### config.mk
export PLATFORM = sky130hd
export DESIGN_NAME = cosx_ctrl
export DESIGN_NICKNAME = d
export VERILOG_FILES = /design/src/rtl/cosx_ctrl.sv
export SDC_FILE = /design/constraint.sdc
export NUM_CORES = 1
export LEC_CHECK = 0
export CORE_AREA = 5 5 42 44
export DETAILED_ROUTE_END_ITERATION = 8
export DIE_AREA = 0 0 47 49
export PLACE_DENSITY_LB_ADDON = 0.3
export RECOVER_POWER = 100
export SLEW_MARGIN = 25
export SYNTH_ARGS = -nofsm -noshare
export SYNTH_HDL_FRONTEND = slang
export SYNTH_SLANG_ARGS = --single-unit
### constraint.sdc
create_clock -name clk -period 1.2 [get_ports clk]
set_input_delay 0.24 -clock clk [delete_from_list [all_inputs] [get_ports clk]]
set_output_delay 0.24 -clock clk [all_outputs]
set_load 0.1 [all_outputs]
### src/rtl/cosx_ctrl.sv
// cosx_ctrl: control FSM for the cosine Taylor-series datapath.
// Sequences register loads, multiplier operand selects, term counter and
// add/subtract control; ends on the last table term (Co) or on early exit
// (addGTy = 0) and then pulses done for one cycle.
// Ports:
//   clk, rst            clock, asynchronous active-high reset
//   start               run request, sampled only in IDLE
//   Co, addGTy          datapath status: counter at last term, (res +/- temp) >= Y
//   ldx, ldy, ldx2      load X, Y, x^2 registers
//   Init_temp, Init_res preset temp / res to 1.0
//   ld_temp, ld_res     load temp from multiplier / res from adder
//   aos                 1 = add, 0 = subtract
//   seltemp, selxp      multiplier operand A = temp / x
//   selx, selx2, selTbl multiplier operand B = x / x^2 / table[count]
//   Init_cnt, Inc_cnt   clear / increment term counter
//   busy, done, early   status: running, completion pulse, last run exited early
module cosx_ctrl (
  input  logic clk,
  input  logic rst,
  input  logic start,
  input  logic Co,
  input  logic addGTy,
  output logic ldx,
  output logic ldy,
  output logic ldx2,
  output logic Init_temp,
  output logic Init_res,
  output logic ld_temp,
  output logic ld_res,
  output logic aos,
  output logic seltemp,
  output logic selxp,
  output logic selx,
  output logic selx2,
  output logic selTbl,
  output logic Init_cnt,
  output logic Inc_cnt,
  output logic busy,
  output logic done,
  output logic early
);

  typedef enum logic [2:0] {
    StIdle,
    StLoad,
    StSqr,
    StMulX2,
    StMulTbl,
    StAcc,
    StDone
  } state_e;

  state_e state_q, state_d;
  logic   sgn_q, sgn_d;
  logic   early_q, early_d;

  always_ff @(posedge clk or posedge rst) begin
    if (rst) begin
      state_q <= StIdle;
      sgn_q   <= 1'b0;
      early_q <= 1'b0;
    end else begin
      state_q <= state_d;
      sgn_q   <= sgn_d;
      early_q <= early_d;
    end
  end

  assign early = early_q;

  always_comb begin
    state_d   = state_q;
    sgn_d     = sgn_q;
    early_d   = early_q;
    ldx       = 1'b0;
    ldy       = 1'b0;
    ldx2      = 1'b0;
    Init_temp = 1'b0;
    Init_res  = 1'b0;
    ld_temp   = 1'b0;
    ld_res    = 1'b0;
    aos       = 1'b0;
    seltemp   = 1'b0;
    selxp     = 1'b0;
    selx      = 1'b0;
    selx2     = 1'b0;
    selTbl    = 1'b0;
    Init_cnt  = 1'b0;
    Inc_cnt   = 1'b0;
    busy      = 1'b1;
    done      = 1'b0;

    unique case (state_q)
      StIdle: begin
        busy = 1'b0;
        if (start) state_d = StLoad;
      end
      StLoad: begin
        ldx       = 1'b1;
        ldy       = 1'b1;
        Init_temp = 1'b1;
        Init_res  = 1'b1;
        Init_cnt  = 1'b1;
        sgn_d     = 1'b0;
        early_d   = 1'b0;
        state_d   = StSqr;
      end
      StSqr: begin
        selxp   = 1'b1;
        selx    = 1'b1;
        ldx2    = 1'b1;
        state_d = StMulX2;
      end
      StMulX2: begin
        seltemp = 1'b1;
        selx2   = 1'b1;
        ld_temp = 1'b1;
        state_d = StMulTbl;
      end
      StMulTbl: begin
        seltemp = 1'b1;
        selTbl  = 1'b1;
        ld_temp = 1'b1;
        state_d = StAcc;
      end
      StAcc: begin
        aos = sgn_q;
        if (!addGTy) begin
          // Next term would overshoot Y: keep res and stop.
          early_d = 1'b1;
          state_d = StDone;
        end else begin
          ld_res = 1'b1;
          if (Co) begin
            state_d = StDone;
          end else begin
            // Counter only advances when another term follows, so it never wraps.
            Inc_cnt = 1'b1;
            sgn_d   = ~sgn_q;
            state_d = StMulX2;
          end
        end
      end
      StDone: begin
        done    = 1'b1;
        state_d = StIdle;
      end
      default: begin
        busy    = 1'b0;
        state_d = StIdle;
      end
    endcase
  end

endmodule
==> results of run 1 <==
==> cells by family after synthesis <==
logic type	count (synthesis)
AND/OR/NAND/NOR	21
buffers and inverters	13
AO/OA/AOI/OAI	7
flip-flops	5
==> Yosys cell counts (all sizes together) <==
library cell | count | area, um^2
a21o | 2 | 15.0
a221oi | 1 | 15.0
a2bb2oi | 1 | 8.76
and2b | 2 | 15.0
and3 | 3 | 18.8
buf | 10 | 78.8
dfrtp | 5 | 125
inv | 3 | 11.3
nand2 | 4 | 17.5
nand2b | 2 | 20.0
nand3b | 1 | 7.51
nor2 | 5 | 18.8
nor2b | 1 | 8.76
nor3 | 3 | 20.0
o21ai | 1 | 5.00
o22a | 1 | 8.76
o31ai | 1 | 7.51
==> worst register-to-register path: stages, from the launching register on <==
cell and delay (ps):
dfrtp_2 450, clkbuf_2 140, nand2b_4 80, buf_6 130, nor2_1 50, o22a_1 180
==> registers in the layout, indices dropped and copies added (netlist names) <==
register / count
state_q: 3
sgn_q: 1
early: 1
==> routing by layer <==
metal  up-vias  global-route usage [%]
li1        215                       -
met4         0                    8.29
met5         -                       0
met1       198                    12.9
met2        18                    19.7
met3         4                    2.58
==> area by class of cell <==
type | count | area [um^2]
Timing Repair Buffer | 40 | 563
Fill cell | 103 | 355
Multi-Input combinational cell | 28 | 290
Sequential cell | 5 | 129
Clock buffer | 4 | 26.3
Tap cell | 16 | 20.0
Inverter | 3 | 17.5
==> worst paths after layout <==
check,start,end,slack [ps],depth (start not counted)
min in group clk,addGTy,early$_DFFE_PP0P_,470,4
setup reg to reg,state_q[0]$_DFFE_PP0P_,early$_DFFE_PP0P_,60,5
hold reg to reg,early$_DFFE_PP0P_,early$_DFFE_PP0P_,550,1
max in group asynchronous,rst,state_q[2]$_DFFE_PP0P_,660,2
hold / removal,rst,early$_DFFE_PP0P_,350,2
setup / recovery,state_q[1]$_DFFE_PP0P_,Inc_cnt,-420,4
==> timing repair <==
action / 4_1_cts / 5_1_grt
endpoints found under the setup margin: 18 / 20
gates resized for setup: 7 / 7
setup buffers: 5 / 2
pin swaps: 5 / 5
==> through the flow <==
stage | hold slack [ps] | setup slack, ps
2_1_floorplan | 18.5 | -736
3_3_place_gp | 447 | -262
3_5_place_dp | 452 | -277
4_1_cts | 196 | -429
5_1_grt | 353 | -498
6_report | 346 | -424
==> results.tsv, run 1 <==
metric	value	unit
slowest_delay	470	ps
synth_xor_area_share	0	%
crit_required	960	ps
met3_length	70	um
syn_area_per_cell	8.73	um^2
synth_top_family_by_area	simple AND/OR/NAND/NOR gates	
nets	86	
tightestPinTransition	270	ps
wirelength	1220	um
design_area	0.00105	mm^2
yosysWarningCount	0	
drive_gt1_share	75.0	%
cts_max_path_buffers	2	
netlist_instances	46	
report.final.slew_viol_count	0	
die_w	47	um
drt_iter0_markers	7	
num_vias	435	
placed_area	943	um^2
grt_max_degree	10	
cp_slowest_cell	dfrtp_2	
initial_core_util	28.7	%
dieArea	0.00230	mm^2
final_common_cell	buf_12	
status	finished, violations left	
routed-wl-met2	679	um
clk_pin_slew_worst_paths	50	ps
drc	0	
cp-end-kind	output port	
worst_slack	-424	ps
wl_met1	440	um
syn2layout_area_growth	160	%
max_cap_violations	0	
setup_viol	17	
htree_levels	1	
syn_nets	51	
placed_cells	88	
finalCritPeriodShare	135	%
fin_setup_tns	-6270	ps
ant_nets	0	
rsz0062_at_grt	yes	
synth_simple_gate_area_share	31.5	%
yosysSeqAreaShare	31.2	%
grtUsageTotal	12.0	%
grt_pass1_vias	436	
relSlewSlack	82.0	%
cts_made_buffers	3	
clock_latency	240	ps
worstSetupPathType	reg -> out	
routedWlPerCell	12.7	um
yosys.cell_types.count	22	
worstPathCellList	nor2b_2 -> and3_4 -> and2b_4 -> buf_12	
postCtsHoldBufs	0	
period_minus_slack	1620	ps
final_cell_mix	19 x buf_12, 11 x buf_4, 4 x nor2_4, 4 x clkbuf_4, 4 x buf_6	
cp_max_fo	8	
tritoncts	yes	
highest_layer	met4	
coreArea	0.00140	mm^2
critPathArrivalTime	1380	ps
io_buffers	22	
place_congestion	0.749	
rows	14	
clock_skew	6.00	ps
synth-adder-area-share	0	%
synth_compound_area_share	15.0	%
dieHeight	49	um
utilization	74.6	%
fmaxAchievable	616	MHz
syn_area	402	um^2
ys_ff_latch	5	
stdcell_count	96	
crit_buf_inv	1	
clock-sinks	5	
synthMuxAreaShare	0	%
start_kind	register	
ios	23	
first_pass_iters	4	
antenna_cells	0	
grt_pass1_wl	1950	um
hold_class	in -> async	
grt.overflow.total	0	
cts-root-buf	clkbuf_4	
grt_antenna_before_repair	0	
post_drt_via_cell_ratio	4.53	
cp_top_family	simple AND/OR/NAND/NOR gates	
violations	negative setup slack	
hold_viol	0	
post-dp-hpwl	930	um
Power of run 1 is left out: the tool's default activity adds up to more than one toggle a clock period on the data nets, which glitch-free logic cannot reach.
==> inputs of run 2 (changes only) <==
Settings changed: CORE_AREA 5 5 42 44 to 2 2 39 41, DIE_AREA 0 0 47 49 to 0 0 41 43.
==> results.tsv, run 2 (synthesized netlist as in run 1, its figures left out) <==
metric	value	unit	change
register_area	129	um^2	unchanged
reg2regPathDepth	5		unchanged
drc	0		unchanged
grt_pass1_vias	439		+0.69%
utilization	72.7	%	-1.9 points
rr_startpoint	state_q[0]$_DFFE_PP0P_		
final_cell_mix	17 x buf_12, 15 x buf_4, 4 x nor2_4		
reg2reg_slack	70	ps	about the same
clock_skew	2.58	ps	-3.42 ps
final_common_cell	buf_12		
critPathArrivalTime	1380	ps	about the same
wirelength	1050	um	-14%
post-dp-hpwl	776	um	-17%
max_cap_violations	0		unchanged
grtUsageTotal	15.9	%	+3.9 points
fmaxAchievable	618	MHz	+0.39%
clock-sinks	5		unchanged
hold_viol	0		unchanged
violations	negative setup slack		
nFillCells	89		-14%
grt_antenna_before_repair	0		unchanged
drt_iter0_markers	2		-5
clk_pin_slew_worst_paths	40	ps	about the same
multi_input_area	270	um^2	-6.9%
cp_max_fo	7		-1
htree_levels	1		unchanged
pre_cts_ws	-275	ps	+1.28 ps
drive_gt1_share	75.9	%	+0.95 points
syn2layout_area_growth	150	%	
initial_core_util	29.0	%	+0.36 points
routedWlPerCell	11.0	um	-13%
grt_pass1_wl	1800	um	-7.8%
endpoint	Inc_cnt		
cp-end-kind	output port		
coreArea	0.00138	mm^2	-1.2%
dieHeight	43	um	-12%
antenna_cells	0		unchanged
io_buffers	22		unchanged
period_minus_slack	1620	ps	-6.37 ps
start_kind	register		
crit_cells	4		unchanged
worstSetupPathType	reg -> out		
crit_required	960	ps	about the same
place_congestion	0.742		-0.95%
cts-root-buf	clkbuf_4		
regMostFlops	state_q		
crit_buf_inv	1		unchanged
report.final.slew_viol_count	0		unchanged
finalCritPeriodShare	135	%	-0.53 points
worst_slack	-418	ps	+6.37 ps
relSlewSlack	81.4	%	-0.61 points
largest_reg_flops	3		unchanged
startpoint	state_q[1]$_DFFE_PP0P_		
hold_class	in -> async		
grt_max_degree	8		-2
regToRegEndpoint	early$_DFFE_PP0P_		
first_pass_iters	2		-2
rows	14		unchanged
cp_top_family	simple AND/OR/NAND/NOR gates		
clock_latency	250	ps	about the same
dieArea	0.00176	mm^2	-23%
cts_max_path_buffers	2		unchanged
cts_made_buffers	3		unchanged
ant_nets	0		unchanged
tritoncts	yes		
slowest_delay	470	ps	about the same
tightestPinTransition	279	ps	+9.09 ps
cp_slowest_cell	dfrtp_2		
setup_viol	17		unchanged
nets	85		-1.2%
die_w	41	um	-13%
post_drt_via_cell_ratio	4.54		+0.12%
rsz0062_at_grt	yes		
status	finished, violations left		
worstPathCellList	nor2b_2 -> and3_4 -> and2b_4 -> buf_12		
ios	23		unchanged
num_vias	431		-0.92%
grt.overflow.total	0		unchanged
==> run 2: worst min path at each step <==
stage | end | slack [ps]
floorplan | early$_DFFE_PP0P_ | 20
global placement | early$_DFFE_PP0P_ | 450
detailed placement | early$_DFFE_PP0P_ | 450
CTS | state_q[2]$_DFFE_PP0P_ | 190
global route | sgn_q$_DFFE_PP0P_ | 370
finish | state_q[2]$_DFFE_PP0P_ | 330
==> run 2: cell type report <==
type                            instances  area share, %
Clock buffer                            4           2.61
Multi-Input combinational cell         28           26.9
Timing Repair Buffer                   39           54.0
Sequential cell                         5           12.8
Inverter                                3           1.74
Tap cell                               16           1.99
==> run 2: per-layer routing <==
| layer | part of all wire, % | up-vias | global-route usage, % |
|---|---|---|---|
| met5 | 0 | - | 0 |
| li1 | - | 212 | - |
| met3 | 6.1 | 4 | 4.19 |
| met1 | 39 | 199 | 16.3 |
| met2 | 51 | 16 | 24.7 |
| met4 | 3.8 | 0 | 14.0 |
==> run 2: per-stage QoR <==
stage               instance area (um^2)  cells  hold WS, ps  TNS (ps)
floorplan                            554     46         18.5     -7700
global placement                     923     87          449     -2950
detailed placement                   923     87          451     -3130
CTS                                  991     94          190     -6100
global route                        1010     95          366     -6880
finish                              1010     95          326     -6010
==> run 2: what timing repair did <==
item,in CTS,in global routing
endpoints found under the hold margin,0,0
setup buffers,3,2
endpoints found under the setup margin,17,18
hold buffers,0,0
gates resized for setup,5,5
cloned,0,0
pin swaps,6,2
Power of run 2 is left out for the same reason.
